[src/rtl/sc7_sched_pkg.sv]
// Shared types and default sizes for the sc7 instance scheduler.
package sc7_sched_pkg;

    localparam int N_REQ_DEFAULT    = 5;
    localparam int MAX_HOLD_DEFAULT = 16;

    // GAP is a mandatory one-cycle bubble between two tenures.
    typedef enum logic [1:0] {
        IDLE  = 2'd0,
        GRANT = 2'd1,
        GAP   = 2'd2
    } sched_state_t;

endpackage : sc7_sched_pkg

[src/rtl/sc7_rr_pick.sv]
// Combinational round-robin picker: finds the first set req bit starting
// one position after last_id, wrapping from N_REQ-1 back to 0.
module sc7_rr_pick
    import sc7_sched_pkg::*;
#(
    parameter int N_REQ = N_REQ_DEFAULT
) (
    input  logic [N_REQ-1:0]         req,
    input  logic [$clog2(N_REQ)-1:0] last_id,
    output logic                     valid,
    output logic [$clog2(N_REQ)-1:0] pick_id
);

    localparam int ID_W = $clog2(N_REQ);

    // Scan from the farthest candidate to the nearest so the nearest set bit wins.
    always_comb begin
        // NOTE: every output gets a default first so no path leaves it unassigned (no latch).
        valid   = 1'b0;
        pick_id = '0;
        for (int k = N_REQ; k >= 1; k--) begin
            if (req[ID_W'((int'(last_id) + k) % N_REQ)]) begin
                valid   = 1'b1;
                pick_id = ID_W'((int'(last_id) + k) % N_REQ);
            end
        end
    end

endmodule : sc7_rr_pick

[src/rtl/sc7_inst_scheduler.sv]
// Round-robin grant scheduler for the sc7 child instances.
// One requester owns the grant per tenure; a tenure ends on done from the
// owner or when the owner drops its request, followed by one GAP cycle.
// Optional feature: define SC7_SCHED_TIMEOUT_EN to bound each tenure to
// MAX_HOLD grant cycles and raise a sticky timeout_err when it is exceeded.
module sc7_inst_scheduler
    import sc7_sched_pkg::*;
#(
    parameter int N_REQ    = N_REQ_DEFAULT,
    parameter int MAX_HOLD = MAX_HOLD_DEFAULT
) (
    input  logic                     clk,
    input  logic                     rst,
    input  logic [N_REQ-1:0]         req,
    input  logic [N_REQ-1:0]         done,
    output logic [N_REQ-1:0]         gnt,
    output logic [$clog2(N_REQ)-1:0] gnt_id,
    output logic                     busy
`ifdef SC7_SCHED_TIMEOUT_EN
    ,
    output logic                     timeout_err
`endif
);

    localparam int ID_W = $clog2(N_REQ);

    // Reject configurations the arbiter cannot represent.
    if (N_REQ < 2) begin : g_bad_n_req
        $error("sc7_inst_scheduler: N_REQ must be at least 2");
    end
    if (MAX_HOLD < 1) begin : g_bad_max_hold
        $error("sc7_inst_scheduler: MAX_HOLD must be at least 1");
    end

    sched_state_t      state;
    logic [ID_W-1:0]   last_id;
    logic              pick_valid;
    logic [ID_W-1:0]   pick_id;
    logic [N_REQ-1:0]  pick_onehot;
    logic              tenure_end;

`ifdef SC7_SCHED_TIMEOUT_EN
    localparam int HOLD_W = $clog2(MAX_HOLD + 1);
    logic [HOLD_W-1:0] hold_cnt;
`endif

    sc7_rr_pick #(
        .N_REQ   (N_REQ)
    ) u_rr_pick (
        .req     (req),
        .last_id (last_id),
        .valid   (pick_valid),
        .pick_id (pick_id)
    );

    assign pick_onehot = N_REQ'(1) << pick_id;

    // Owner releases the grant with done or by abandoning its request.
    assign tenure_end = done[gnt_id] | ~req[gnt_id];

    // Scheduler FSM with registered grant outputs, last_id and hold counter.
    always_ff @(posedge clk or posedge rst) begin
        if (rst) begin
            state   <= IDLE;
            gnt     <= '0;
            gnt_id  <= '0;
            busy    <= 1'b0;
            last_id <= ID_W'(N_REQ - 1);
`ifdef SC7_SCHED_TIMEOUT_EN
            hold_cnt    <= '0;
            timeout_err <= 1'b0;
`endif
        end else begin
            // NOTE: state registers use non-blocking assignments so every update sees pre-edge values.
            case (state)
                IDLE, GAP: begin
                    if (pick_valid) begin
                        state   <= GRANT;
                        gnt     <= pick_onehot;
                        gnt_id  <= pick_id;
                        busy    <= 1'b1;
                        last_id <= pick_id;
`ifdef SC7_SCHED_TIMEOUT_EN
                        hold_cnt <= '0;
`endif
                    end else begin
                        state <= IDLE;
                    end
                end

                GRANT: begin
`ifdef SC7_SCHED_TIMEOUT_EN
                    hold_cnt <= hold_cnt + 1'b1;
`endif
                    if (tenure_end) begin
                        state <= GAP;
                        gnt   <= '0;
                        busy  <= 1'b0;
                    end
`ifdef SC7_SCHED_TIMEOUT_EN
                    else if (hold_cnt == HOLD_W'(MAX_HOLD - 1)) begin
                        state       <= GAP;
                        gnt         <= '0;
                        busy        <= 1'b0;
                        timeout_err <= 1'b1;
                    end
`endif
                end

                default: begin
                    state <= IDLE;
                    gnt   <= '0;
                    busy  <= 1'b0;
                end
            endcase
        end
    end

endmodule : sc7_inst_scheduler

[config.mk]
export PLATFORM = sky130hd
export DESIGN_NAME = sc7_inst_scheduler
export DESIGN_NICKNAME = d
export VERILOG_FILES = /design/src/rtl/sc7_sched_pkg.sv /design/src/rtl/sc7_rr_pick.sv /design/src/rtl/sc7_inst_scheduler.sv
export SDC_FILE = /design/constraint.sdc
export NUM_CORES = 1
export LEC_CHECK = 0
export ABC_CLOCK_PERIOD_IN_PS = 10060
export BUFFER_PORTS_ARGS = -buffer_cell sky130_fd_sc_hd__buf_2
export CAP_MARGIN = 20
export CORE_UTILIZATION = 60
export CTS_CLUSTER_DIAMETER = 60
export CTS_CLUSTER_SIZE = 12
export DETAILED_ROUTE_END_ITERATION = 8
export PLACE_DENSITY = 0.78
export SYNTH_ARGS = -nofsm -noshare
export SYNTH_HDL_FRONTEND = slang
export SYNTH_SLANG_ARGS = --single-unit
[constraint.sdc]
create_clock -name clk -period 10.06 [get_ports clk]
set_clock_uncertainty 0.15 [all_clocks]
set_input_delay 2.012 -clock clk [delete_from_list [all_inputs] [get_ports clk]]
set_output_delay 2.012 -clock clk [all_outputs]
set_load 0.03 [all_outputs]
Word level (Yosys, flattened, before mapping)
Index checks and enable logic that the tools add are counted.
{"block": "op_classes", "add_sub_neg": 5, "mul": 0, "div_mod_pow": 5, "magnitude_cmp": 6, "n_eq_ne": 4, "shifts": 1, "n_mux": 38, "n_bitwise": 2, "reduce_logical": 4}
{"cell": "modulo 32 x 4 -> 32 bit (second input constant)", "count": 5}
{"cell": "< comparator 3 x 5 -> 1 bit (second input constant)", "count": 5}
{"cell": "binary-select mux 1 bit (select 3 bit)", "count": 7}
{"cell": "two-way mux 1 bit", "count": 20}
{"cell": "two-way mux 3 bit", "count": 5}
{"cell": "two-way mux 5 bit", "count": 2}
{"cell": "case mux 5 bit (2 select lines)", "count": 1}
{"cell": "adder 3 x 2 -> 4 bit (second input constant)", "count": 2}
{"cell": "adder 3 x 3 -> 4 bit (second input constant)", "count": 2}
{"cell": "left shift 1 x 3 -> 5 bit (first input constant)", "count": 1}
{"cell": "adder 3 x 1 -> 4 bit (second input constant)", "count": 1}
{"cell": "< comparator 3 x 4 -> 1 bit (second input constant)", "count": 1}
{"cell": "inequality test 2 bit (second input constant)", "count": 2}
{"cell": "case mux 2 bit (2 select lines)", "count": 1}
{"cell": "AND reduction 2 bit", "count": 2}
{"cell": "equality test 2 x 1 -> 1 bit (second input constant)", "count": 1}
{"cell": "equality test 2 bit (second input constant)", "count": 1}
{"cell": "zero test 2 bit", "count": 1}
{"cell": "two-way mux 2 bit", "count": 1}
{"cell": "case mux 1 bit (2 select lines)", "count": 1}
{"cell": "OR reduction 2 bit", "count": 1}
{"cell": "inverter 1 bit", "count": 1}
{"cell": "OR 1 bit", "count": 1}
{"block": "totals", "reg_bits": 14, "latchBits": 0, "ramBits": 0, "rom_bits": 0, "in_bits": 12, "out_inout_bits": 9, "wordCells": 70, "mem_count": 0}

Longest topological paths before layout
Gate-level depths: netlist (run 1).
{"block": "depth", "depth_word": 13, "mapped_depth": 23}

Cells and area by module
From an unflattened synthesis (run 1), not the netlist that was laid out.
{"block": "unflattened", "cells_unflattened": 288, "area_unflattened_um2": 2351.0}
{"mod": "sc7_rr_pick", "n_inst": 1, "cells_per_inst": 232, "area_per_inst_um2": 1781.7}
{"mod": "sc7_inst_scheduler", "n_inst": 1, "cells_per_inst": 56, "area_per_inst_um2": 569.3}

Worst setup path after synthesis (run 1)
OpenSTA, ideal clock, no wires.
{"block": "synth_path", "path_kind": "register to register", "start": "register gnt_id[0]", "end": "register gnt[0]", "setup_ns": 0.068, "t_arrival_ns": 5.285, "slack_ns": 4.557, "path_stages_with_launch": 23, "n_path_buf": 5, "period_less_slack_ns": 5.503, "path_cell_list": "dfrtp_1 > clkbuf_1 > clkbuf_1 > buf_1 > clkbuf_1 > inv_1 > ha_1 > clkbuf_1 > inv_1 > ha_1 > nor2_1 > a21oi_1 > xnor2_1 > inv_1 > ha_1 > mux2i_1 > o22ai_1 > a311oi_1 > a211oi_1 > nand3b_1 > or2_1 > o31ai_1 > a32o_1"}
{"block": "synth_between", "elab_chain_cells": 6, "elab_cells_between_ends": 8}
{"element": "start, declared", "line": "sc7_inst_scheduler.sv:17", "rtl": "output logic [$clog2(N_REQ)-1:0] gnt_id,"}
{"element": "start signal, assigned", "line": "sc7_inst_scheduler.sv:80", "rtl": "gnt_id <= pick_id;"}
{"element": "binary-select mux 1 bit (select 3 bit)", "line": "sc7_inst_scheduler.sv:59", "rtl": "assign tenure_end = done[gnt_id] | ~req[gnt_id];"}
{"element": "two-way mux 1 bit (implied by the code)", "line": "sc7_inst_scheduler.sv:59"}
{"element": "inverter 1 bit", "line": "sc7_inst_scheduler.sv:59"}
{"element": "OR 1 bit *", "line": "sc7_inst_scheduler.sv:59"}
{"element": "inequality test 2 bit (no line) *"}
{"element": "AND reduction 2 bit (no line) *"}
{"element": "end signal, assigned", "line": "sc7_inst_scheduler.sv:79", "rtl": "gnt <= pick_onehot;"}
{"element": "end, declared", "line": "sc7_inst_scheduler.sv:16", "rtl": "output logic [N_REQ-1:0] gnt,"}
Mark *: on every way between the ends. The rest lies on a longest branch, timed or not. The select of a mux whose other input is x is not followed.
A chain may end at the register's enable or synchronous reset.

Worst setup path after layout (run 1)
{"block": "layout_path", "start": "register gnt_id[1]", "end": "register gnt[0]"}
The elaborated chain is that of the path after synthesis.

==> results of run 1 <==
## layer usage
layer  track usage  wire length (µm)  share of wire  vias up
met5             0                 0              0        -
met3        0.0393               366          0.063       11
li1              -                 -              -     1118
met1         0.424              2670           0.46     1082
met2         0.461              2720           0.47       85
met4        0.0511                55         0.0095        0
## worst min path at each step
stage / end / slack (ns) / cells after the start
final: state[1]$_DFFE_PP0P_ / 0.28 / 1
after global routing: state[1]$_DFFE_PP0P_ / 0.28 / 1
after CTS: state[1]$_DFFE_PP0P_ / 0.29 / 1
after detailed placement: state[1]$_DFFE_PP0P_ / 0.28 / 1
after global placement: state[1]$_DFFE_PP0P_ / 0.26 / 1
after floorplan: state[1]$_DFFE_PP0P_ / 0.25 / 1
## final cells by class
type	count	area, µm²	area share
inverter	25	93.8	0.0384
clock buffer	4	55.1	0.0226
sequential	12	302	0.124
multi-input combinational	242	1820	0.747
tap	48	60.1	0.0246
timing repair buffer	21	108	0.0441
## registers in the layout, indices dropped and copies added (netlist names)
register	cells
gnt_id	3
gnt	5
last_id	1
state	2
busy	1
## cells by family after synthesis
| family | synth area share |
|---|---|
| simple gates | 0.187 |
| mux | 0.0818 |
| compound gates | 0.327 |
| fa+ha+maj | 0.161 |
| xor+xnor | 0.0376 |
| flops | 0.131 |
| buf+inv | 0.0736 |
## stage by stage
| stage | util | instance area (µm²) |
|---|---|---|
| global placement | 0.652 | 2390 |
| finish | 0.667 | 2440 |
| CTS | 0.667 | 2440 |
| global route | 0.667 | 2440 |
| detailed placement | 0.652 | 2390 |
| floorplan | - | 2290 |
## Yosys cell counts, drive strengths merged (2+ instances only)
library cell | number | area, µm²
o32ai | 4 | 35.0
o31ai | 2 | 15.0
or3 | 5 | 31.3
o211ai | 6 | 45.0
a211oi | 6 | 45.0
nor2 | 13 | 48.8
a32o | 2 | 20.0
o21bai | 2 | 26.3
dfrtp | 11 | 275
o21ai | 24 | 120
a31oi | 5 | 31.3
a22o | 3 | 26.3
a311oi | 2 | 17.5
ha | 28 | 350
clkbuf | 10 | 37.5
nand3 | 6 | 30.0
o22ai | 8 | 63.8
and3 | 2 | 12.5
nand2 | 21 | 78.8
or2 | 5 | 33.8
mux2i | 12 | 120
o211a | 4 | 40.0
nor3 | 5 | 25.0
a22oi | 2 | 15.0
inv | 25 | 93.8
nand3b | 4 | 30.0
nand2b | 7 | 43.8
xnor2 | 8 | 70.1
nand4 | 2 | 12.5
nor2b | 5 | 31.3
a21boi | 2 | 15.0
o2111ai | 4 | 35.0
o31a | 3 | 26.3
mux2 | 4 | 45.0
a21oi | 18 | 90.1
buf | 5 | 37.5
## cells in the final DEF (no fill, tap or decap), types with 5 or more instances in the layout
cell type  Yosys  layout
o211ai_1       6       6
nand2_1       21      21
mux2i_1       12      12
inv_1         24      24
nor2b_1        5       5
ha_1          28      28
a211oi_1       6       6
a31oi_1        5       5
nor3_1         5       5
nand2b_1       7       7
o21ai_0       22      22
dfrtp_1       11      11
a21oi_1       18      18
nand3_1        6       6
nor2_1        13      13
or3_1          5       5
buf_2          0      20
xnor2_1        8       8
o22ai_1        7       7
## worst max-delay path, stage by stage (launching register included)
cell and delay (ns):
dfrtp_1 0.60, inv_1 0.35, ha_1 0.51, o21ai_0 0.38, nand2_1 0.13, xnor2_1 0.25, ha_1 0.22, fa_1 0.17
a21boi_0 0.34, nand3_1 0.25, and3_1 0.25, o2111ai_1 0.30, nor2b_1 0.27, nand3b_1 0.17, or2_1 0.32, o31ai_1 0.43
a32o_1 0.18
==> results.md, run 1 <==
- Synth Net Count: 335
- Sink Count: 12
- DRT Pass-1 Iters: 4
- Clock Tree Buf Depth: 2
- Die X-Extent: 63.8 µm
- Reg2Reg Setup Slack: 4.74 ns
- Fin Setup TNS: 0 ns
- Place WS: 4.84 ns
- Placed cell count: 348
- # hold bufs at CTS: 0
- Antenna violations before repair: 0
- Slew Viols, Final: 0
- Setup Buffers After CTS: 0
- Vias in the first global route: 2027
- GR Overflow Total: 0
- Gp weighted congestion: slightly below 0.9
- Starting Density: 0.626
- Library cells used by synthesis: 63
- Status: completed
- Final ANT Viol Nets: 0
- Worst setup endpoint: gnt[0]$_DFFE_PP0P_
- Max transition margin: 0.596
- Syn Area/Cell: 7.80 µm²
- Mapped Area: 2290 µm²
- Number of flops mapped to enable cells by yosys: 0
- Slew @ Worst Pin: 0.601 ns
- DP HPWL: 4460 µm
- Crit path from: gnt_id[1]$_DFFE_PP0P_
- Clk Latency, worst-skew pair: roughly 0.24 ns
- I/O Buffers: 20
- # resized after CTS: 0
- RSZ-0062 raised after global routing: no
- Hold Path Class: reg -> reg
- Synthesized instance count: ~300
- RR Endpoint: gnt[0]$_DFFE_PP0P_
- Arrival @ worst endpoint: roughly 5.4 ns
- CTS Buf Count: 3
- Vias per cell: 6.52
- Die Ht: roughly 64 µm
- Finished Layout Cells: 352
- Initial detailed-routing violation count: 127
- Core Box Area: 3660 µm²
- # setup viols final: 0
- Root Driver: clkbuf_8
- Total track usage: 0.292
- H-tree depth: 1
- Reg clk slew, reported paths: 0.06 ns
- Tmin final: 5.32 ns
- Layout cell share with drive strength beyond 1: 0.135
- Fillcell total: 326
- Crit path capture type: register
- Setup ws final: 4.74 ns
- Reg2reg path depth: 16
- YS warnings: 0
- Crit Path Max Fanout: 12
- Crit path launch type: register
- Fmax: 188 MHz
- WHS: 0.282 ns
- Crit path kind: reg -> reg
- Fin. Hold Viols: 0
- Area growth, synth to finish: 6.44%
- Worst reg2reg startpoint: gnt_id[1]$_DFFE_PP0P_
- CTS tree: done
- Seq/Total Area, Yosys: 0.131
- Flops & latches, synth: 12
- Drt total wl: 5810 µm
- Global-route wire length before repair: 9550 µm
- Most used flip-flop cell after synthesis: dfrtp_1
- # nets final: 346
- HP Start: state[1]$_DFFE_PP0P_
- IO Pins: 21
- # diodes: 0
- Drt drc: 0
- Avg WL per Cell: 16.5 µm
- Die area: a little over 4000 µm²
- Period utilisation layout: 0.529
- Max_cap viols: 0
- Worst endpoint required time: between 10 and 15 ns
- Row count: 22
- Via count: between 2k and 2.5k
- Async set-reset flop share out of synthesis: 1.00
- Largest net degree at the start of global routing: 46
Power of run 1 is left out: the tool's default activity adds up to more than one toggle a clock period on the data nets, which glitch-free logic cannot reach.
==> run 2: changes to the inputs <==
--- a/config.mk
+++ b/config.mk
@@ -5,7 +5,7 @@
 export SDC_FILE = /design/constraint.sdc
 export NUM_CORES = 1
 export LEC_CHECK = 0
-export ABC_CLOCK_PERIOD_IN_PS = 10060
+export ABC_CLOCK_PERIOD_IN_PS = 5500
 export BUFFER_PORTS_ARGS = -buffer_cell sky130_fd_sc_hd__buf_2
 export CAP_MARGIN = 20
 export CORE_UTILIZATION = 60
==> constraint.sdc (replaced) <==
create_clock -name clk -period 5.5 [get_ports clk]
set_clock_uncertainty 0.15 [all_clocks]
set_input_delay 1.1 -clock clk [delete_from_list [all_inputs] [get_ports clk]]
set_output_delay 1.1 -clock clk [all_outputs]
set_load 0.03 [all_outputs]
==> run 2 against run 1 <==
Effect of this change:
- fmax grew 5.6%
- sequential share of layout area shrank 0.20 points
- global-route usage grew 3.0 points
- highest routed layer unchanged
- design area grew 2.1%
- register-to-register slack lost 4.3 ns
- worst setup slack lost 4.3 ns
- die area is the same
- hold slack gained 0.0014 ns
- routed wire length grew 5.3%
- cell count grew 1.4%
- non-clock buffer count grew 5
- via count grew 0.52%
==> results.md, run 2 (same netlist as run 1, synthesis figures left out) <==
- Hold Path Class: reg -> reg
- RSZ-0062 raised after global routing: no
- Avg WL per Cell: 17.1 µm (+3.9%)
- DRT Pass-1 Iters: 5 (+1)
- # setup viols final: 0 (unchanged)
- Crit Path Max Fanout: 13 (+1)
- Max_cap viols: 0 (unchanged)
- # hold bufs at CTS: 0 (unchanged)
- Vias in the first global route: 2172 (+7.2%)
- Largest Register: gnt
- I/O Buffers: 20 (unchanged)
- Fmax: 199 MHz (+5.6%)
- Via count: 2308 (+0.52%)
- # nets final: 351 (+1.4%)
- Root Driver: clkbuf_8
- Die Ht: 63.8 µm (unchanged)
- Leading cell type in the layout, fill and taps excluded: ha_1
- Area growth, synth to finish: 8.62%
- Initial detailed-routing violation count: 166 (+31%)
- Arrival @ worst endpoint: 5.06 ns (-0.29 ns)
- Final ANT Viol Nets: 0 (unchanged)
- Crit path launch type: register
- DP HPWL: 4560 µm (+2.3%)
- Status: completed
- Total track usage: 0.321 (+0.0295)
- Die X-Extent: 63.8 µm (unchanged)
- Slew Viols, Final: 0 (unchanged)
- Worst endpoint required time: 5.53 ns (-4.56 ns)
- Fin. Hold Viols: 0 (unchanged)
- Clk Latency, worst-skew pair: 0.24 ns (about the same)
- Drt drc: 0 (unchanged)
- Biggest regs: gnt: 5 flops, gnt_id: 3 flops, state: 2 flops
- Slew @ Worst Pin: 0.649 ns (+0.0476 ns)
- Period utilisation layout: 0.916 (+0.387)
- Vias per cell: 6.46 (-0.89%)
- Row count: 22 (unchanged)
- Sink Count: 12 (unchanged)
- Die area: 4070 µm² (unchanged)
- Crit path kind: reg -> reg
- # diodes: 0 (unchanged)
- H-tree depth: 1 (unchanged)
- Core Box Area: 3660 µm² (unchanged)
- CTS Buf Count: 3 (unchanged)
- Clock Tree Buf Depth: 2 (unchanged)
- Highest-count cells in the layout ignoring fill and taps: 27 x ha_1, 23 x inv_1, 21 x nand2_1, 21 x o21ai_0, 20 x buf_2
- Crit path capture type: register
- Largest net degree at the start of global routing: 37 (-20%)
- GR Overflow Total: 0 (unchanged)
- Tmin final: 5.04 ns (-0.282 ns)
- Drt total wl: 6120 µm (+5.3%)
- Gp weighted congestion: 0.907 (+1.3%)
- Fin Setup TNS: 0 ns (unchanged)
- Reg clk slew, reported paths: 0.05 ns (about the same)
- Global-route wire length before repair: 10400 µm (+8.5%)
- Largest register FFs: 5 (unchanged)
- Antenna violations before repair: 0 (unchanged)
- Max transition margin: 0.564 (-0.0320)
- IO Pins: 21 (unchanged)
- CTS tree: done
- Layout cell share with drive strength beyond 1: 0.162 (+0.0269)
- Starting Density: 0.626 (unchanged)
==> run 2: cell count changes in the layout (fill, tap and decap cells not counted), sizes merged <==
cell | before | now
buf | 21 | 26
clkinvlp | 0 | 1
inv | 25 | 24
==> run 2: per-layer routing <==
layer,share of wire,GRT usage
met4,0.018,0.108
met3,0.092,0.0518
met5,0,0
met2,0.46,0.503
met1,0.43,0.446
==> run 2: final cells by class <==
cell class / count / area, µm²
tap: 48 / 60.1
fill: 321 / 1170
multi-input combinational: 242 / 1830
sequential: 12 / 303
timing repair buffer: 26 / 145
clock buffer: 4 / 55.1
inverter: 25 / 97.6
==> run 2: worst paths after layout <==
check | start | endpoint | slack (ns) | cells past startpoint
worst min-delay path | state[1]$_DFFE_PP0P_ | state[1]$_DFFE_PP0P_ | 0.28 | 1
max in group asynchronous | rst | last_id[2]$_DFFE_PP1P_ | 4.16 | 2
worst max register to register | last_id[2]$_DFFE_PP1P_ | gnt[0]$_DFFE_PP0P_ | 0.46 | 16
min in group asynchronous | rst | gnt[2]$_DFFE_PP0P_ | 0.70 | 2
worst max-delay path | last_id[2]$_DFFE_PP1P_ | gnt[0]$_DFFE_PP0P_ | 0.46 | 16
worst min register to register | state[1]$_DFFE_PP0P_ | state[1]$_DFFE_PP0P_ | 0.28 | 1
==> run 2: stage by stage <==
step	setup slack, ns	std cells	hold slack (ns)	utilization	instance area, µm²
floorplan	0.152	294	0.249	-	2290
global placement	0.518	349	0.257	0.654	2390
detailed placement	0.437	349	0.263	0.654	2390
CTS	0.362	353	0.285	0.669	2450
global route	0.0369	357	0.296	0.680	2490
finish	0.465	357	0.283	0.680	2490
==> run 2: worst max-delay path: stages, from the launching register on <==
cell and delay [ns]:
dfstp_2 0.71, inv_1 0.18, ha_1 0.43, o21ai_1 0.28
nand2_1 0.11, xnor2_1 0.21, ha_1 0.21, fa_1 0.17
a21boi_0 0.31, nand3_1 0.26, and3_1 0.25, o2111ai_1 0.27
nor2b_1 0.28, nand3b_1 0.17, or2_1 0.34, o31ai_1 0.45
a32o_1 0.18
==> run 2: timing repair <==
action                                  in CTS  in global routing
buffers inserted                             0                  4
resized for setup                            0                  5
endpoints found under the setup margin       0                 11
Power of run 2 is left out for the same reason.
==> run 3: changes to the inputs <==
--- a/config.mk
+++ b/config.mk
@@ -7,7 +7,8 @@
 export LEC_CHECK = 0
 export ABC_CLOCK_PERIOD_IN_PS = 5500
 export BUFFER_PORTS_ARGS = -buffer_cell sky130_fd_sc_hd__buf_2
-export CAP_MARGIN = 20
+export CAP_MARGIN = 10
+export CORE_MARGIN = 4
 export CORE_UTILIZATION = 60
 export CTS_CLUSTER_DIAMETER = 60
 export CTS_CLUSTER_SIZE = 12
==> constraint.sdc (replaced) <==
create_clock -name clk -period 5.5 [get_ports clk]
set_clock_uncertainty 0.15 [all_clocks]
set_input_delay 1.1 -clock clk [delete_from_list [all_inputs] [get_ports clk]]
set_output_delay 1.1 -clock clk [all_outputs]
set_load 0.01 [all_outputs]
==> run 3 against run 2 <==
Effect of this change:
- utilization down 1.5 points
- design area shrank 1.4%
- non-clock buffer count is 3 lower
==> results.md, run 3 (same netlist as run 1, synthesis figures left out) <==
- WHS: 0.281 ns (-0.00228 ns)
- Hold Path Class: reg -> reg
- CP bufs+invs: 3 (+2)
- Vias in the first global route: 2244 (+3.3%)
- Finished Layout Cells: 354 (-0.84%)
- Worst endpoint required time: 5.53 ns (about the same)
- Slowest-stage cell, CP: ha_1
- Crit-path leading delay family: compound AO/OA/AOI/OAI gates
- Slew @ Worst Pin: 0.567 ns (-0.0816 ns)
- # diodes: 0 (unchanged)
- Finished Core Util: 0.666 (-0.0146)
- Layout cell share with drive strength beyond 1: 0.141 (-0.0213)
- Sink Count: 12 (unchanged)
- Antenna violations before repair: 0 (unchanged)
- Max_cap viols: 0 (unchanged)
- GR Overflow Total: 0 (unchanged)
- Status: completed
- Final ANT Viol Nets: 0 (unchanged)
- Placed cell count: 350 (+0.29%)
- Via count: 2348 (+1.7%)
- Leading cell type in the layout, fill and taps excluded: ha_1
- CTS tree: done
- Clk Latency, worst-skew pair: 0.24 ns (about the same)
- Starting Density: 0.622 (-0.00468)
- # hold bufs at CTS: 0 (unchanged)
- Drt drc: 0 (unchanged)
- RSZ-0062 raised after global routing: no
- Global-route wire length before repair: 10400 µm (+0.73%)
- Tmin final: 5.00 ns (-0.0371 ns)
- Slew Viols, Final: 0 (unchanged)
- Vias per cell: 6.63 (+2.6%)
- Critical-path cell list: inv_1 -> ha_1 -> inv_1 -> ha_1 -> nor2_1 -> a21oi_1 -> xnor2_1 -> inv_1 -> ha_1 -> nand2b_1 -> o2111ai_1 -> o211ai_1 -> nor3_1 -> o211ai_1 -> nand3b_1 -> or2_1 -> o31ai_1 -> a32o_1
- Initial detailed-routing violation count: 200 (+20%)
- Avg WL per Cell: 17.2 µm (+0.30%)
- Fillcell total: 332 (+3.4%)
- Setup Buffers After CTS: 0 (unchanged)
- # nets final: 348 (-0.85%)
- Clock Tree Buf Depth: 2 (unchanged)
- CTS Buf Count: 3 (unchanged)
- Area growth, synth to finish: 7.09%
- Die X-Extent: 69.8 µm (+9.4%)
- Fin Setup TNS: 0 ns (unchanged)
- Die area: 4880 µm² (+20%)
- Drt total wl: 6090 µm (-0.54%)
- # setup viols final: 0 (unchanged)
- DRT Pass-1 Iters: 5 (unchanged)
- Max transition margin: 0.619 (+0.0548)
- I/O Buffers: 20 (unchanged)
- Arrival @ worst endpoint: 5.03 ns (-0.03 ns)
- Crit path launch type: register
- FF/Latch Area: 302 µm² (-0.41%)
- Crit Path Max Fanout: 12 (-1)
- H-tree depth: 1 (unchanged)
- IO Pins: 21 (unchanged)
- Total track usage: 0.255 (-0.0663)
- Gp weighted congestion: 0.877 (-3.3%)
- Period utilisation layout: 0.909 (-0.00674)
- Row count: 22 (unchanged)
- Worst path max stage delay: 0.62 ns (-0.09 ns)
- # resized after CTS: 0 (unchanged)
- DP HPWL: 4640 µm (+1.7%)
- Core Box Area: 3690 µm² (+0.75%)
- Highest-count cells in the layout ignoring fill and taps: 28 x ha_1, 24 x inv_1, 21 x nand2_1, 21 x o21ai_0, 20 x buf_2
- Biggest regs: gnt: 5 flops, gnt_id: 3 flops, state: 2 flops
- Crit path capture type: register
- Fin. Hold Viols: 0 (unchanged)
- Fmax: 200 MHz (+0.74%)
- Footprint of the multi-input gates: 1820 µm² (-0.41%)
- Crit path kind: reg -> reg
- Reg clk slew, reported paths: 0.06 ns (about the same)
- Largest register FFs: 5 (unchanged)
- Largest Register: gnt
- Root Driver: clkbuf_8
- Largest net degree at the start of global routing: 26 (-30%)
- Die Ht: 69.8 µm (+9.4%)
## run 3: changes by cell type in the layout (fill, tap and decap cells not counted), sizes merged
cell	before	now
clkinvlp	1	0
buf	26	23
inv	24	25
## run 3: per-layer routing
layer	global-route usage	vias up	wire length [µm]
met1	0.345	1100	2620
li1	-	1122	-
met3	0.0536	16	510
met2	0.409	110	2850
met5	0	-	0
met4	0.0702	0	105
## run 3: worst paths after layout
kind	startpoint	to	slack, ns	cells after the start
max	gnt_id[1]$_DFFE_PP0P_	gnt[0]$_DFFE_PP0P_	0.50	18
min	state[1]$_DFFE_PP0P_	state[1]$_DFFE_PP0P_	0.28	1
max reg2reg	gnt_id[1]$_DFFE_PP0P_	gnt[0]$_DFFE_PP0P_	0.50	18
min reg2reg	state[1]$_DFFE_PP0P_	state[1]$_DFFE_PP0P_	0.28	1
max in group asynchronous	rst	last_id[2]$_DFFE_PP1P_	4.15	2
min in group asynchronous	rst	gnt_id[1]$_DFFE_PP0P_	0.70	2
## run 3: cell type report
cell class / instances / area share
Inverter: 25 / 0.0382
Multi-Input combinational cell: 242 / 0.742
Clock buffer: 4 / 0.0224
Tap cell: 48 / 0.0245
Timing Repair Buffer: 23 / 0.0499
Sequential cell: 12 / 0.123
## run 3: stage by stage
| stage | area (µm²) | setup WS [ns] |
|---|---|---|
| finish | 2460 | 0.502 |
| global route | 2460 | 0.126 |
| CTS | 2460 | 0.436 |
| detailed placement | 2400 | 0.490 |
| global placement | 2400 | 0.579 |
| floorplan | 2290 | 0.152 |
Power of run 3 is left out for the same reason.
